`src/rtl/fifo_wr_arbiter_pkg.sv`:
```
// Shared types and helpers for the FIFO write arbiter.
// Provides the FSM state type, the statistics counter width and the rotating-priority search.
package fifo_arb_pkg;

    typedef enum logic [1:0] {
        IDLE   = 2'd0,
        ACTIVE = 2'd1,
        STALL  = 2'd2
    } fsm_state_t;

    localparam int              CNT_W   = 16;
    localparam logic [CNT_W-1:0] CNT_MAX = 16'hFFFF;

    // Widest supported requester set; the pointer is sized for it.
    localparam int MAX_REQ = 8;
    localparam int PTR_W   = 3;

    typedef struct packed {
        logic             found;
        logic [PTR_W-1:0] idx;
    } pick_t;

    // Return the first set bit of req at or above ptr, wrapping modulo n.
    function automatic pick_t rr_pick(input logic [MAX_REQ-1:0] req,
                                      input logic [PTR_W-1:0]   ptr,
                                      input int                 n);
        pick_t res;
        int    j;
        res = '0;
        for (int k = 0; k < MAX_REQ; k++) begin
            if (k < n) begin
                j = int'(ptr) + k;
                if (j >= n) j = j - n;
                if (!res.found && req[j[PTR_W-1:0]]) begin
                    res.found = 1'b1;
                    res.idx   = PTR_W'(j);
                end
            end
        end
        return res;
    endfunction

endpackage

```
`src/rtl/fifo_wr_arbiter_if.sv`:
```
// Producer/FIFO-write-side bundle of the arbiter.
// master: the arbiter's view; slave: the producers + FIFO environment.
interface fifo_wr_arbiter_if #(
    parameter int NUM_REQ    = 4,
    parameter int DATA_WIDTH = 16
);
    logic [NUM_REQ-1:0]            req;
    logic [NUM_REQ*DATA_WIDTH-1:0] req_data;
    logic [NUM_REQ-1:0]            gnt;
    logic                          fifo_wr_en;
    logic [DATA_WIDTH-1:0]         fifo_data_in;
    logic                          fifo_full;
    logic                          fifo_almostfull;
    logic                          fifo_wr_ack;
    logic                          fifo_overflow;
    logic                          arb_stall;
    logic                          err_ack;
    logic                          err_ovf;

    modport master (
        input  req, req_data, fifo_full, fifo_almostfull, fifo_wr_ack, fifo_overflow,
        output gnt, fifo_wr_en, fifo_data_in, arb_stall, err_ack, err_ovf
    );

    modport slave (
        output req, req_data, fifo_full, fifo_almostfull, fifo_wr_ack, fifo_overflow,
        input  gnt, fifo_wr_en, fifo_data_in, arb_stall, err_ack, err_ovf
    );
endinterface

```
`src/rtl/fifo_rr_pick.sv`:
```
// Combinational rotating-priority picker: first requester at or after ptr_i.
module fifo_rr_pick
    import fifo_arb_pkg::*;
#(
    parameter int NUM_REQ = 4
) (
    input  logic [NUM_REQ-1:0] req_i,
    input  logic [PTR_W-1:0]   ptr_i,
    output logic [PTR_W-1:0]   pick_o,
    output logic               found_o
);
    logic [MAX_REQ-1:0] req_ext;
    pick_t              res;

    // Widen the request vector and run the shared search.
    always_comb begin
        req_ext                = '0;
        req_ext[NUM_REQ-1:0]   = req_i;
        res                    = rr_pick(req_ext, ptr_i, NUM_REQ);
        pick_o                 = res.idx;
        found_o                = res.found;
    end
endmodule

```
`src/rtl/fifo_wr_arbiter.sv`:
```
// Round-robin arbiter sharing one FIFO write port between NUM_REQ producers.
// One registered stage to the FIFO; throttles on full/almostfull; sticky ack/overflow errors.
// Optional build macro FIFO_ARB_STATS_EN adds saturating grant_cnt / stall_cnt outputs.
module fifo_wr_arbiter
    import fifo_arb_pkg::*;
#(
    parameter int NUM_REQ    = 4,
    parameter int DATA_WIDTH = 16
) (
    input  logic                     clk,
    input  logic                     rst,
    fifo_wr_arbiter_if.master        bus
`ifdef FIFO_ARB_STATS_EN
    ,
    output logic [NUM_REQ*CNT_W-1:0] grant_cnt,
    output logic [CNT_W-1:0]         stall_cnt
`endif
);
    fsm_state_t            state_q, state_d;
    logic [PTR_W-1:0]      rr_ptr_q, rr_ptr_d;
    logic                  wr_en_q;
    logic [DATA_WIDTH-1:0] data_q;
    logic                  ack_pend_q;
    logic                  err_ack_q;
    logic                  err_ovf_q;

    logic [PTR_W-1:0]      pick;
    logic                  found;
    logic                  any_req;
    logic                  can_issue;
    logic                  grant;
    logic [DATA_WIDTH-1:0] sel_data;

    fifo_rr_pick #(.NUM_REQ(NUM_REQ)) u_pick (
        .req_i   (bus.req),
        .ptr_i   (rr_ptr_q),
        .pick_o  (pick),
        .found_o (found)
    );

    // A write already in flight into a FIFO one slot short of full would fill it,
    // so that case blocks a new grant. Concurrent reads are not credited.
    assign any_req   = |bus.req;
    assign can_issue = !bus.fifo_full && !(wr_en_q && bus.fifo_almostfull);
    assign grant     = can_issue && found && !rst;

    // One-hot accept and selected data slice.
    always_comb begin
        bus.gnt  = grant ? (NUM_REQ'(1) << pick) : '0;
        sel_data = '0;
        for (int i = 0; i < NUM_REQ; i++) begin
            if (pick == PTR_W'(i)) sel_data = bus.req_data[i*DATA_WIDTH +: DATA_WIDTH];
        end
    end

    // Next FSM state and round-robin pointer.
    always_comb begin
        state_d  = state_q;
        rr_ptr_d = rr_ptr_q;
        unique case (state_q)
            IDLE:    if (any_req) state_d = can_issue ? ACTIVE : STALL;
            ACTIVE:  if (!any_req) state_d = IDLE;
                     else if (!can_issue) state_d = STALL;
            STALL:   if (!any_req) state_d = IDLE;
                     else if (can_issue) state_d = ACTIVE;
            default: state_d = IDLE;
        endcase
        if (grant) rr_ptr_d = (pick == PTR_W'(NUM_REQ-1)) ? '0 : pick + 1'b1;
    end

    // Registered FIFO drive, FSM, pointer and sticky error flags.
    always_ff @(posedge clk or posedge rst) begin
        if (rst) begin
            state_q    <= IDLE;
            rr_ptr_q   <= '0;
            wr_en_q    <= 1'b0;
            data_q     <= '0;
            ack_pend_q <= 1'b0;
            err_ack_q  <= 1'b0;
            err_ovf_q  <= 1'b0;
        end else begin
            state_q    <= state_d;
            rr_ptr_q   <= rr_ptr_d;
            wr_en_q    <= grant;
            if (grant) data_q <= sel_data;
            ack_pend_q <= wr_en_q;
            if (ack_pend_q && !bus.fifo_wr_ack) err_ack_q <= 1'b1;
            if (bus.fifo_overflow) err_ovf_q <= 1'b1;
        end
    end

    assign bus.fifo_wr_en   = wr_en_q;
    assign bus.fifo_data_in = data_q;
    assign bus.arb_stall    = (state_q == STALL);
    assign bus.err_ack      = err_ack_q;
    assign bus.err_ovf      = err_ovf_q;

`ifdef FIFO_ARB_STATS_EN
    logic [CNT_W-1:0] grant_cnt_q [NUM_REQ];
    logic [CNT_W-1:0] stall_cnt_q;

    function automatic logic [CNT_W-1:0] sat_inc(input logic [CNT_W-1:0] v);
        return (v == CNT_MAX) ? v : v + 1'b1;
    endfunction

    // Saturating per-requester grant and stall-cycle counters.
    always_ff @(posedge clk or posedge rst) begin
        if (rst) begin
            for (int i = 0; i < NUM_REQ; i++) grant_cnt_q[i] <= '0;
            stall_cnt_q <= '0;
        end else begin
            for (int i = 0; i < NUM_REQ; i++) begin
                if (grant && pick == PTR_W'(i)) grant_cnt_q[i] <= sat_inc(grant_cnt_q[i]);
            end
            if (state_q == STALL) stall_cnt_q <= sat_inc(stall_cnt_q);
        end
    end

    // Flatten counters onto the output bus.
    always_comb begin
        grant_cnt = '0;
        for (int i = 0; i < NUM_REQ; i++) grant_cnt[i*CNT_W +: CNT_W] = grant_cnt_q[i];
    end
    assign stall_cnt = stall_cnt_q;
`endif

endmodule

```
`src/flat_wrapper.sv`:
```
// flat-port wrapper written by rule: the top's interface ports become plain ports
module fifo_wr_arbiter_flat import fifo_arb_pkg::*;
#(
    parameter int NUM_REQ    = 4,
    parameter int DATA_WIDTH = 16
)
  (clk, rst, bus_req, bus_req_data, bus_fifo_full, bus_fifo_almostfull, bus_fifo_wr_ack, bus_fifo_overflow, bus_gnt, bus_fifo_wr_en, bus_fifo_data_in, bus_arb_stall, bus_err_ack, bus_err_ovf);
  fifo_wr_arbiter_if #(.NUM_REQ(NUM_REQ), .DATA_WIDTH(DATA_WIDTH)) bus_i ();
  input  logic clk;
  input  logic rst;
  input wire logic [$bits(bus_i.req)-1:0] bus_req;
  input wire logic [$bits(bus_i.req_data)-1:0] bus_req_data;
  input wire logic [$bits(bus_i.fifo_full)-1:0] bus_fifo_full;
  input wire logic [$bits(bus_i.fifo_almostfull)-1:0] bus_fifo_almostfull;
  input wire logic [$bits(bus_i.fifo_wr_ack)-1:0] bus_fifo_wr_ack;
  input wire logic [$bits(bus_i.fifo_overflow)-1:0] bus_fifo_overflow;
  output wire logic [$bits(bus_i.gnt)-1:0] bus_gnt;
  output wire logic [$bits(bus_i.fifo_wr_en)-1:0] bus_fifo_wr_en;
  output wire logic [$bits(bus_i.fifo_data_in)-1:0] bus_fifo_data_in;
  output wire logic [$bits(bus_i.arb_stall)-1:0] bus_arb_stall;
  output wire logic [$bits(bus_i.err_ack)-1:0] bus_err_ack;
  output wire logic [$bits(bus_i.err_ovf)-1:0] bus_err_ovf;
  assign bus_i.req = bus_req;
  assign bus_i.req_data = bus_req_data;
  assign bus_i.fifo_full = bus_fifo_full;
  assign bus_i.fifo_almostfull = bus_fifo_almostfull;
  assign bus_i.fifo_wr_ack = bus_fifo_wr_ack;
  assign bus_i.fifo_overflow = bus_fifo_overflow;
  assign bus_gnt = bus_i.gnt;
  assign bus_fifo_wr_en = bus_i.fifo_wr_en;
  assign bus_fifo_data_in = bus_i.fifo_data_in;
  assign bus_arb_stall = bus_i.arb_stall;
  assign bus_err_ack = bus_i.err_ack;
  assign bus_err_ovf = bus_i.err_ovf;
  fifo_wr_arbiter #(.NUM_REQ(NUM_REQ), .DATA_WIDTH(DATA_WIDTH)) u_core (.clk(clk), .rst(rst), .bus(bus_i));
endmodule
```
`config.mk`:
```
export PLATFORM = sky130hd
export DESIGN_NAME = fifo_wr_arbiter_flat
export DESIGN_NICKNAME = d
export VERILOG_FILES = /design/src/rtl/fifo_wr_arbiter_pkg.sv /design/src/rtl/fifo_wr_arbiter_if.sv /design/src/rtl/fifo_rr_pick.sv /design/src/rtl/fifo_wr_arbiter.sv /design/src/flat_wrapper.sv
export SDC_FILE = /design/constraint.sdc
export NUM_CORES = 1
export LEC_CHECK = 0
export ABC_AREA = 1
export CORE_ASPECT_RATIO = 1.1
export CORE_MARGIN = 8
export CORE_UTILIZATION = 42
export DETAILED_ROUTE_END_ITERATION = 12
export PLACE_DENSITY = 0.82
export SLEW_MARGIN = 25
export SYNTH_ARGS = -nofsm -noshare
export SYNTH_HDL_FRONTEND = slang
export SYNTH_SLANG_ARGS = --single-unit
```
`constraint.sdc`:
```
create_clock -name clk -period 6.6 [get_ports clk]
set_clock_uncertainty 0.15 [all_clocks]
set_input_delay 1.98 -clock clk [delete_from_list [all_inputs] [get_ports clk]]
set_output_delay 1.98 -clock clk [all_outputs]
set_load 0.02 [all_outputs]
```
---- Yosys cells after proc, flatten, opt, wreduce, memory -nomap -nowiden ----
Cells that the tools add are included.
W data, S select, Z words.
storage, ports and cells
  register bits ........................... 25
  bits of input ports ..................... 74
  output and inout bits ................... 24
  word-level logic and storage cells ...... 80
cells by class
  add/subtract/negate cells ............... 8
  $lt $le $gt $ge ......................... 8
  equal/unequal tests ..................... 8
  shift-type cells ........................ 1
  multiplexer cells ....................... 29
  reductions and logical operators ........ 19
operators with widths
  cell                   count
  $mux W16               4
  $mux W4                5
  $lt A3 B4 Y1 const B   4
  $mux W3                5
  $bmux W1 S3            4
  $ge A4 B3 Y1 const B   3
  $mux W2                6
  $sub A3 B3 Y3 const B  4
  $add A3 B2 Y4 const B  2
  $logic_and A1 B1 Y1    8
  $logic_not A1 Y1       7
  $eq A3 B2 Y1 const B   2
  $ne A3 B3 Y1 const B   2
  $pmux W2 S3            1
  $add A3 B1 Y4 const B  1
  $mux W1                4
  $reduce_or A4 Y1       1
  $shl A1 B3 Y4 const A  1
  $add A3 B1 Y3 const B  1
  $eq A3 B1 Y1 const B   1
  $ge A3 B3 Y1 const B   1
  $logic_not A3 Y1       1
  $reduce_and A3 Y1      1
  $eq A2 B1 Y1 const B   1
  other kinds (3)        3

---- Longest topological paths before layout ----
Gate-level depths: netlist (run 1).
  word-level depth ........................ 19
  mapped depth ............................ 21
  depth with buffers taken out ............ 17

---- By module ----
A second synthesis (run 1) with hierarchy kept.
unflattened totals
  cell total of the unflattened synthesis .. 385
  area, all modules ....................... 2260.9 sq um
by module, submodules not included
  module           instances  cells an instance  area each (sq um)  sequential area each (sq um)
  fifo_wr_arbiter  1          326                1929.4             625.6
  fifo_rr_pick     1          59                 331.6              0.0

---- Worst setup path after synthesis (run 1) ----
Ideal clock, no wire load.
  path kind ............................... in2out
  from .................................... input port bus_req[3]
  to ...................................... output port bus_gnt[2]
  arrival ................................. 4.009 ns
  required time ........................... 4.470 ns
  slack ................................... 0.461 ns
  stages on the path ...................... 15
  path buffers ............................ 3
  path through ............................ inv_1 > nand2_1 > nand3_1 > nand2_2 > inv_2 > nand2_1 > a21oi_1 > inv_1 > nand2_4 > buf_6 > ha_1 > clkbuf_1 > clkinv_1 > clkbuf_1 > nor2_1
on the way
  cells in the longest elaborated chain, start to end .. 15
  elaborated cells between the ends (all ways) .. 22
  those cells by class .................... shift: 1; mux: 13; reduce/logical: 8
RTL lines
  element                            line                       text
  start: declaration                 flat_wrapper.sv:11         input wire logic [$bits(bus_i.req)-1:0] bus_req;
  $bmux W1 S3                        fifo_wr_arbiter_pkg.sv:34  if (!res.found && req[j[PTR_W-1:0]]) begin
  $mux W1 (not written as such)      fifo_wr_arbiter_pkg.sv:34
  $mux W4                            fifo_wr_arbiter_pkg.sv:34
  $logic_not A1 Y1                   fifo_wr_arbiter_pkg.sv:34
  $logic_and A1 B1 Y1                fifo_wr_arbiter_pkg.sv:34
  $mux W4                            fifo_wr_arbiter_pkg.sv:34
  $logic_not A1 Y1                   fifo_wr_arbiter_pkg.sv:34
  $logic_and A1 B1 Y1                fifo_wr_arbiter_pkg.sv:34
  $mux W4                            fifo_wr_arbiter_pkg.sv:34
  $logic_not A1 Y1                   fifo_wr_arbiter_pkg.sv:34
  $logic_and A1 B1 Y1                fifo_wr_arbiter_pkg.sv:34
  $mux W4 *                          fifo_wr_arbiter_pkg.sv:34
  $logic_and A1 B1 Y1 (2 in series)  fifo_wr_arbiter.sv:45      assign grant = can_issue && found && !rst;
  $mux W4 *                          fifo_wr_arbiter.sv:49      bus.gnt = grant ? (NUM_REQ'(1) << pick) : '0;
  end: declaration                   flat_wrapper.sv:17         output wire logic [$bits(bus_i.gnt)-1:0] bus_gnt;
Mark *: on every way between the ends. The rest lies on a longest branch, timed or not. The select of a mux whose other input is x is not followed.

---- Final worst setup path (run 1) ----
  from .................................... input port bus_req[0]
  to ...................................... output port bus_gnt[1]
The elaborated chain is that of the path after synthesis.

==> summary.md, run 1 <==
| Metric | Value |
|---|---|
| ANT cells | `0` |
| Category of the critical setup timing path | `in2out` |
| Switching power | `921 uW` |
| Filler instances | `422` |
| Final Core Density | `66.5%` |
| Clock insertion delay at the later pin of the skew report | `0.27 ns` |
| Final WL | `6600 um` |
| Gate Count Post-Synth | `338` |
| I/O pin total | `98` |
| Height of the die | `89.5 um` |
| Maximum number of pins on one net before global-route repair | `33` |
| Iteration-0 DRC Markers | `75` |
| Final routed wire length divided by cell count | `13.6 um` |
| Die footprint | `0.00742 mm2` |
| Number of warnings reported in the yosys synthesis log | `0` |
| Vias in the first global route | `2,322` |
| Number of nets in the layout | `510` |
| Type of origin of the critical path | `input port` |
| Hold Fails Final Rpt | `0` |
| Crit path capture type | `primary output` |
| Worst voltage drop across the vdd grid | `0.311 mV` |
| Area growth from synthesis to layout | `50.9%` |
| Part of the power in registers | `14.7%` |
| Syn Area/Cell | `6.11 um2` |
| Width of the die | `82.8 um` |
| Required time at the endpoint of the critical path | `4.47 ns` |
| Reg area | `626 um2` |
| Gr usage total | `17.1%` |
| Final critical path time including I/O delays and setup | `6.47 ns` |
| Area contributors post-synth | `sky130_fd_sc_hd__dfrtp_1 30%, sky130_fd_sc_hd__nand2_1 18%, sky130_fd_sc_hd__nor2_1 11%, sky130_fd_sc_hd__nand3_1 9.2%, sky130_fd_sc_hd__inv_1 8.5%` |
| Part of the Yosys area used for sequential elements | `30.3%` |
| Count of final setup violators | `0` |
| Clock-pin slew of the registers on the worst-case setup and hold paths | `0.09 ns` |
| Share of cells above drive strength 1 | `7.19%` |
| Result of the run | `finished, final reports clean` |
| Flop and latch count out of synthesis | `25` |
| Arrival @ worst endpoint | `4.34 ns` |
| Drt pass-1 iters | `6` |
| Count of buffers from port buffering | `97` |
| Leading cell type in the layout, fill and taps excluded | `sky130_fd_sc_hd__nand2_1` |
| Classification of the worst-slack hold path | `reg2reg` |
| CTS Buffer Depth | `2` |
| Avg Vias per Cell | `4.80` |
| Static Leakage | `0.00165 uW` |
| Library cells used by synthesis | `30` |
| Clock share of power | `5.7%` |
| Routability Congestion | `0.905` |
| Most frequent cells in the layout | `100 x sky130_fd_sc_hd__nand2_1, 96 x sky130_fd_sc_hd__clkdlybuf4s50_1, 59 x sky130_fd_sc_hd__nor2_1` |
| Number of remaining DRC errors | `0` |
| Net Count, Synth | `416` |
| Max frequency | `0.155 GHz` |
| H-tree depth | `1` |
| Slew headroom | `63.8%` |
| Wire length of the first global-routing pass | `10,700 um` |
| Summed instance area of the synthesized netlist | `0.00206 mm2` |
| Internal power | `733 uW` |
| ANT nets after route | `0` |
| Accumulated negative setup slack | `0 ns` |
| Fraction of power consumed by combinational cells | `79.7%` |
| Row cnt | `26` |
| Combined area of the multi-input logic cells | `0.00115 mm2` |
| Vias | `2,338` |
| Clock tree from TritonCTS | `done` |
| TritonCTS buffer count | `3` |
| Most area-hungry cell type in the Yosys netlist | `sky130_fd_sc_hd__dfrtp_1` |
| Largest fanout on the critical path | `6` |
| Final max-slew violation count | `0` |
| Share of total power consumed by net switching | `55.7%` |
| Starting density of the core | `44.1%` |
| Reported max-cap violation count | `0` |
| Fin crit share | `98.0%` |
| Post-route worst hold slack | `0.269 ns` |
| HPWL after detailed placement | `5320 um` |
| Number of clock sinks | `25` |
| Antenna violations before repair | `0` |
| Grt ovf | `0` |
| Core area | `0.00468 mm2` |
| Power density over the cells | `531 mW/mm2` |
| Portion of synthesized cell area occupied by the leading cell type | `30.3%` |
| Cell chosen for the clock root | `sky130_fd_sc_hd__clkbuf_8` |
| Unrepaired setup endpoints after global routing | `no` |
| Tightest Pin Transition | `0.543 ns` |
final cells by class:
cell class                 instances  area share, %
timing repair buffer             104           32.9
multi-input combinational        248           37.1
clock buffer                       3           1.33
inverter                          50           6.10
tap                               56           2.25
sequential                        25           20.1
clock inverter                     1          0.241
flip-flops by register name, summed over array words and instances, names as in the netlist:
name,flops
u_core.bus.fifo_wr_en,1
u_core.bus.err_ack,1
u_core.bus.fifo_data_in,16
u_core.bus.err_ovf,1
u_core.rr_ptr_q,3
u_core.ack_pend_q,1
u_core.state_q,2
layer usage:
| metal | vias up | wire length [um] | global-route usage [%] |
|---|---|---|---|
| li1 | 1222 | - | - |
| met1 | 1012 | 2610 | 19.0 |
| met2 | 88 | 3440 | 32.0 |
| met3 | 16 | 366 | 2.37 |
| met4 | 0 | 189 | 7.19 |
| met5 | - | 0 | 0 |
logic make-up after synthesis:
kind of cell | after synthesis | share of synthesized area, %
AND/OR/NAND/NOR | 221 | 47.6
buffers and inverters | 65 | 13.8
flip-flops | 25 | 30.3
AO/OA/AOI/OAI | 23 | 5.94
adder cells (fa/ha/maj) | 4 | 2.42
cells in the mapped netlist:
master and n:
sky130_fd_sc_hd__nand2_1 100, sky130_fd_sc_hd__nor2_1 59, sky130_fd_sc_hd__inv_1 47, sky130_fd_sc_hd__nand3_1 38
sky130_fd_sc_hd__dfrtp_1 25, sky130_fd_sc_hd__a21oi_1 19, sky130_fd_sc_hd__clkbuf_1 7, sky130_fd_sc_hd__nand2_2 5
sky130_fd_sc_hd__buf_6 4, sky130_fd_sc_hd__ha_1 4, sky130_fd_sc_hd__buf_2 3, sky130_fd_sc_hd__nand4_1 3
sky130_fd_sc_hd__nor2_2 3, sky130_fd_sc_hd__nor3_1 3, sky130_fd_sc_hd__nand2_4 2, sky130_fd_sc_hd__nand3_2 2
sky130_fd_sc_hd__a21oi_2 1, sky130_fd_sc_hd__buf_4 1, sky130_fd_sc_hd__clkinv_1 1, sky130_fd_sc_hd__inv_2 1
sky130_fd_sc_hd__inv_4 1, sky130_fd_sc_hd__nand3_4 1, sky130_fd_sc_hd__nand3b_1 1, sky130_fd_sc_hd__nor2_4 1
sky130_fd_sc_hd__nor2_8 1, sky130_fd_sc_hd__nor4_1 1, sky130_fd_sc_hd__o21ai_0 1, sky130_fd_sc_hd__o21bai_1 1
sky130_fd_sc_hd__o22ai_1 1, sky130_fd_sc_hd__or2_2 1
what timing repair did:
action	CTS	global route
resized for setup	0	1
endpoints found under the setup margin	0	1
endpoints found under the hold margin	0	0
buffers inserted	0	0
hold buffers	0	0
through the flow:
step,cell area (um2),power [uW],std cells,setup WS (ns)
after floorplan,2060,1200,338,0.461
after global placement,3060,1520,483,0.218
after detailed placement,3060,1560,483,0.109
after CTS,3110,1660,487,0.0952
after global routing,3120,1820,487,0.00496
final,3120,1650,487,0.129
path summary, 6_finish.rpt:
| check | startpoint | end | slack [ns] | depth (start not counted) |
|---|---|---|---|---|
| worst max-delay path | bus_req[0] | bus_gnt[1] | 0.13 | 11 |
| worst min-delay path | u_core.bus.fifo_wr_en | u_core.ack_pend_q | 0.27 | 0 |
| worst max register to register | u_core.rr_ptr_q[0] | u_core.bus.fifo_data_in[11] | 3.62 | 15 |
| worst min register to register | u_core.bus.fifo_wr_en | u_core.ack_pend_q | 0.27 | 0 |
| max in group asynchronous | rst | u_core.bus.fifo_data_in[0] | 3.99 | 2 |
| min in group asynchronous | rst | u_core.state_q[0] | 1.95 | 2 |
critical path: stages:
cell and delay, ns:
sky130_fd_sc_hd__clkdlybuf4s50_1 0.51, sky130_fd_sc_hd__nand2_1 0.09, sky130_fd_sc_hd__nand3_1 0.16, sky130_fd_sc_hd__nand3_2 0.17, sky130_fd_sc_hd__nor2_1 0.13, sky130_fd_sc_hd__nor2_1 0.08
sky130_fd_sc_hd__a21oi_2 0.24, sky130_fd_sc_hd__ha_1 0.20, sky130_fd_sc_hd__inv_1 0.04, sky130_fd_sc_hd__nor2_1 0.09, sky130_fd_sc_hd__clkdlybuf4s50_1 0.64
power groups by stage:
stage / Clock, uW / Sequential, uW / Combinational [uW]
2_1_floorplan: 0 / 287 / 915
3_3_place_gp: 0 / 242 / 1280
3_5_place_dp: 0 / 246 / 1310
4_1_cts: 97.0 / 242 / 1320
5_1_grt: 104 / 249 / 1470
6_report: 93.8 / 243 / 1320
Note: power is estimated with default switching activity, not from simulation.
==> run 2: changes to the inputs <==
--- a/config.mk
+++ b/config.mk
@@ -6,6 +6,7 @@
 export NUM_CORES = 1
 export LEC_CHECK = 0
 export ABC_AREA = 1
+export ABC_CLOCK_PERIOD_IN_PS = 6600
 export CORE_ASPECT_RATIO = 1.1
 export CORE_MARGIN = 8
 export CORE_UTILIZATION = 42
==> results of run 2 <==
The final DEF is identical to that of run 1; final timing and power are the same.
==> RTL edit 1 (flow settings as in run 1) <==
Re-encode `fsm_state_t` (3 states) as one-hot, 3 bits wide.
--- a/src/rtl/fifo_wr_arbiter_pkg.sv
+++ b/src/rtl/fifo_wr_arbiter_pkg.sv
@@ -2,10 +2,10 @@
 // Provides the FSM state type, the statistics counter width and the rotating-priority search.
 package fifo_arb_pkg;
 
-    typedef enum logic [1:0] {
-        IDLE   = 2'd0,
-        ACTIVE = 2'd1,
-        STALL  = 2'd2
+    typedef enum logic [2:0] {
+        IDLE   = 3'b001,
+        ACTIVE = 3'b010,
+        STALL  = 3'b100
     } fsm_state_t;
 
     localparam int              CNT_W   = 16;
Behaviour: no difference found for any inputs over 10 cycles, from zero or initial values and one cycle with rst high; not proved beyond that.
==> RTL edit 1 against run 1 <==
Cell area shrank 5.5%; wire length shrank 7.9%; maximum frequency grew 5.6%; power grew 4.9%; hold slack lost 0.0083 ns; synthesized area shrank 7.5%; critical path type unchanged; sequential cell count grew 1; final cell count shrank 12%; worst setup slack gained 0.34 ns.
==> RTL edit 1: results (changes against run 1) <==
critical_path:
  worstReg2RegStart: "u_core.rr_ptr_q[0]"
  reg2reg_setup_slack_ns: 2.98  # -0.64 ns
  timing.rr.end: "u_core.bus.fifo_data_in[6]"
  crit_fanout: 5  # -1
  cp_slowest_stage_delay_ns: 0.47  # -0.17 ns
  reg2reg_depth: 17  # +2
global_routing:
  grt_pass1_vias: 2189  # -5.7%
  gr-usage-met1_pct: 20.72  # +1.7 points
  grt_usage_pct: 17.84  # +0.77 points
final_layout:
  fill_cells: 377  # -11%
  seq_share_pct: 22.13  # +2.1 points
  n_all_buffers: 102  # -1.9%
  post_route_cells_drive_above_1_share_pct: 8.267  # +1.1 points
  clk_share_pct: 1.529  # -0.037 points
  multi_input_area_um2: 1069  # -7.5%
  multi_input_gates: 220  # -11%
sta:
  fin_hold_ws_ns: 0.2612  # -0.008285 ns
  max_slew_margin_pct: 53.71  # -10 points
detailed_routing:
  num_vias: 2109  # -9.8%
  wl_per_cell_um: 14.17  # +4.6%
  first_pass_iters: 4  # -2
  wl_met2_um: 3047  # -11%
  vias_per_cell: 4.916  # +2.4%
  first_iter_violations: 109  # +45%
synthesis:
  ys_seq_area_share_pct: 34.12  # +3.8 points
  synth-seq-cells: 26  # +4.0%
  synth.avg_cell_area_um2: 6.751  # +11%
run_status:
  status: "finished clean"
place:
  dp_hpwl_um: 4776  # -10%
  place_area_um2: 2890  # -5.7%
  pre_cts_slack_ns: 0.1330  # +0.02393 ns
[RTL edit 1: how the worst max path moves through the flow]
stage | from | to | slack [ns]
after floorplan | bus_req[3] | bus_gnt[1] | 0.82
after global placement | bus_req[3] | bus_gnt[2] | 0.19
after detailed placement | bus_req[3] | bus_gnt[3] | 0.13
after CTS | bus_req[3] | bus_gnt[3] | 0.11
after global routing | bus_req[0] | bus_gnt[0] | 0.29
final | bus_req[3] | bus_gnt[0] | 0.47
[RTL edit 1: cells by family (layout without fill, tap and decap cells)]
kind of cell             Yosys count  after routing  share of synthesized area [%]
flip-flops                        26             26                          34.12
buffers and inverters             37            129                          9.954
AO/OA/AOI/OAI                     56             56                          15.98
AND/OR/NAND/NOR                  158            158                          36.02
adder cells (fa/ha/maj)            6              6                          3.929
[RTL edit 1: where the power goes]
group	switching (mW)	internal, mW	total (mW)	leakage, nW
registers	0.0420	0.223	0.265	0.324
clock network	0.0545	0.0434	0.0979	0.0228
logic	0.851	0.522	1.37	1.09
total	0.947	0.788	1.74	1.43
==> RTL edit 2 (settings of run 1) <==
Made on the original files. `DATA_WIDTH` is set to 16 in 3 places; all go to 12.
--- a/src/rtl/fifo_wr_arbiter_if.sv
+++ b/src/rtl/fifo_wr_arbiter_if.sv
@@ -2,7 +2,7 @@
 // master: the arbiter's view; slave: the producers + FIFO environment.
 interface fifo_wr_arbiter_if #(
     parameter int NUM_REQ    = 4,
-    parameter int DATA_WIDTH = 16
+    parameter int DATA_WIDTH = 12
 );
     logic [NUM_REQ-1:0]            req;
     logic [NUM_REQ*DATA_WIDTH-1:0] req_data;
--- a/src/rtl/fifo_wr_arbiter.sv
+++ b/src/rtl/fifo_wr_arbiter.sv
@@ -5,7 +5,7 @@
     import fifo_arb_pkg::*;
 #(
     parameter int NUM_REQ    = 4,
-    parameter int DATA_WIDTH = 16
+    parameter int DATA_WIDTH = 12
 ) (
     input  logic                     clk,
     input  logic                     rst,
--- a/src/flat_wrapper.sv
+++ b/src/flat_wrapper.sv
@@ -2,7 +2,7 @@
 module fifo_wr_arbiter_flat import fifo_arb_pkg::*;
 #(
     parameter int NUM_REQ    = 4,
-    parameter int DATA_WIDTH = 16
+    parameter int DATA_WIDTH = 12
 )
   (clk, rst, bus_req, bus_req_data, bus_fifo_full, bus_fifo_almostfull, bus_fifo_wr_ack, bus_fifo_overflow, bus_gnt, bus_fifo_wr_en, bus_fifo_data_in, bus_arb_stall, bus_err_ack, bus_err_ovf);
   fifo_wr_arbiter_if #(.NUM_REQ(NUM_REQ), .DATA_WIDTH(DATA_WIDTH)) bus_i ();
Interface: changed (resized bus_fifo_data_in and bus_req_data); port bits go from 98 to 78. No check against the original RTL was run, so the function may have changed too.
==> RTL edit 2 against run 1 <==
Clock power shrank 12%; hold slack worse by 0.0022 ns; via count down 28%; sequential share of layout area is 1.7 points higher; cell area shrank 23%; critical path type unchanged; sequential cell count shrank 4; largest cell class unchanged; largest power group unchanged; worst setup slack better by 0.32 ns; synthesized area decreased by 25%; register-to-register slack got worse by 0.74 ns; wire length fell by 30%; critical endpoint is now bus_gnt[2]; power is 17% lower; critical path depth grew 3.
==> RTL edit 2: results (changes against run 1) <==
final_layout:
  fill_cells: 331  # -22%
  post_route_cells_drive_above_1_share_pct: 8.682  # +1.5 points
  seq_cell_count: 21  # -16%
  regArea_um2: 525.5  # -16%
detailed_routing:
  wirelength_um: 4623  # -30%
  wl_met2_um: 2314  # -33%
  first_iter_violations: 112  # +49%
  met1_length_um: 1856  # -29%
  first_pass_iters: 4  # -2
  routed-wl-met3_um: 375  # +2.5%
synthesis:
  syn_nets: 300  # -28%
  ys_seq_area_share_pct: 33.76  # +3.5 points
  synth_compound_area_share_pct: 13.02  # +7.1 points
place:
  portBuffers: 77  # -21%
  place_area_um2: 2359  # -23%
critical_path:
  reg2reg_setup_slack_ns: 2.88  # -0.74 ns
  critPathCapture: "bus_gnt[2]"
  crit_fanout: 3  # -3
  arrival_ns: 4.02  # -0.32 ns
pwr:
  power_density_nw_per_um2: 570.0  # +7.3%
  leakage_nw: 1.210  # -27%
sta:
  worst_slew_pin_slew_ns: 0.7556  # +0.2130 ns
clock_tree:
  path_clk_slew_ns: 0.07  # -0.02 ns
run_status:
  status: "finished clean"
global_routing:
  grt_max_degree: 25  # -24%
  grtUsageMet3_pct: 4.020  # +1.7 points
[RTL edit 2: changes by cell type after synthesis, sizes merged, moves of 2 or more]
cell | run 1 | this run
dfrtp | 25 | 21
inv | 49 | 21
nor2 | 64 | 17
clkbuf | 7 | 5
o21ai | 1 | 25
ha | 4 | 6
a21oi | 20 | 14
nand2 | 107 | 102
buf | 8 | 5
nand3 | 41 | 10
[RTL edit 2: per-stage QoR]
stage          worst slack, ns  hold WS, ns  cells  total power, mW  util, %
5_1_grt                 0.2457       0.2932    361            1.549    67.10
3_5_place_dp            0.1304       0.2483    357            1.300    65.57
4_1_cts                 0.1231       0.2642    361            1.389    66.82
2_1_floorplan           0.8341       0.3135    236           0.9897        -
3_3_place_gp            0.1704       0.2397    357            1.285    65.57
6_report                0.4532       0.2673    361            1.376    67.10
[RTL edit 2: kinds of logic after synthesis]
logic type,Yosys count
simple gates,138
flops,21
compound gates,40
buf+inv,31
fa+ha+maj,6
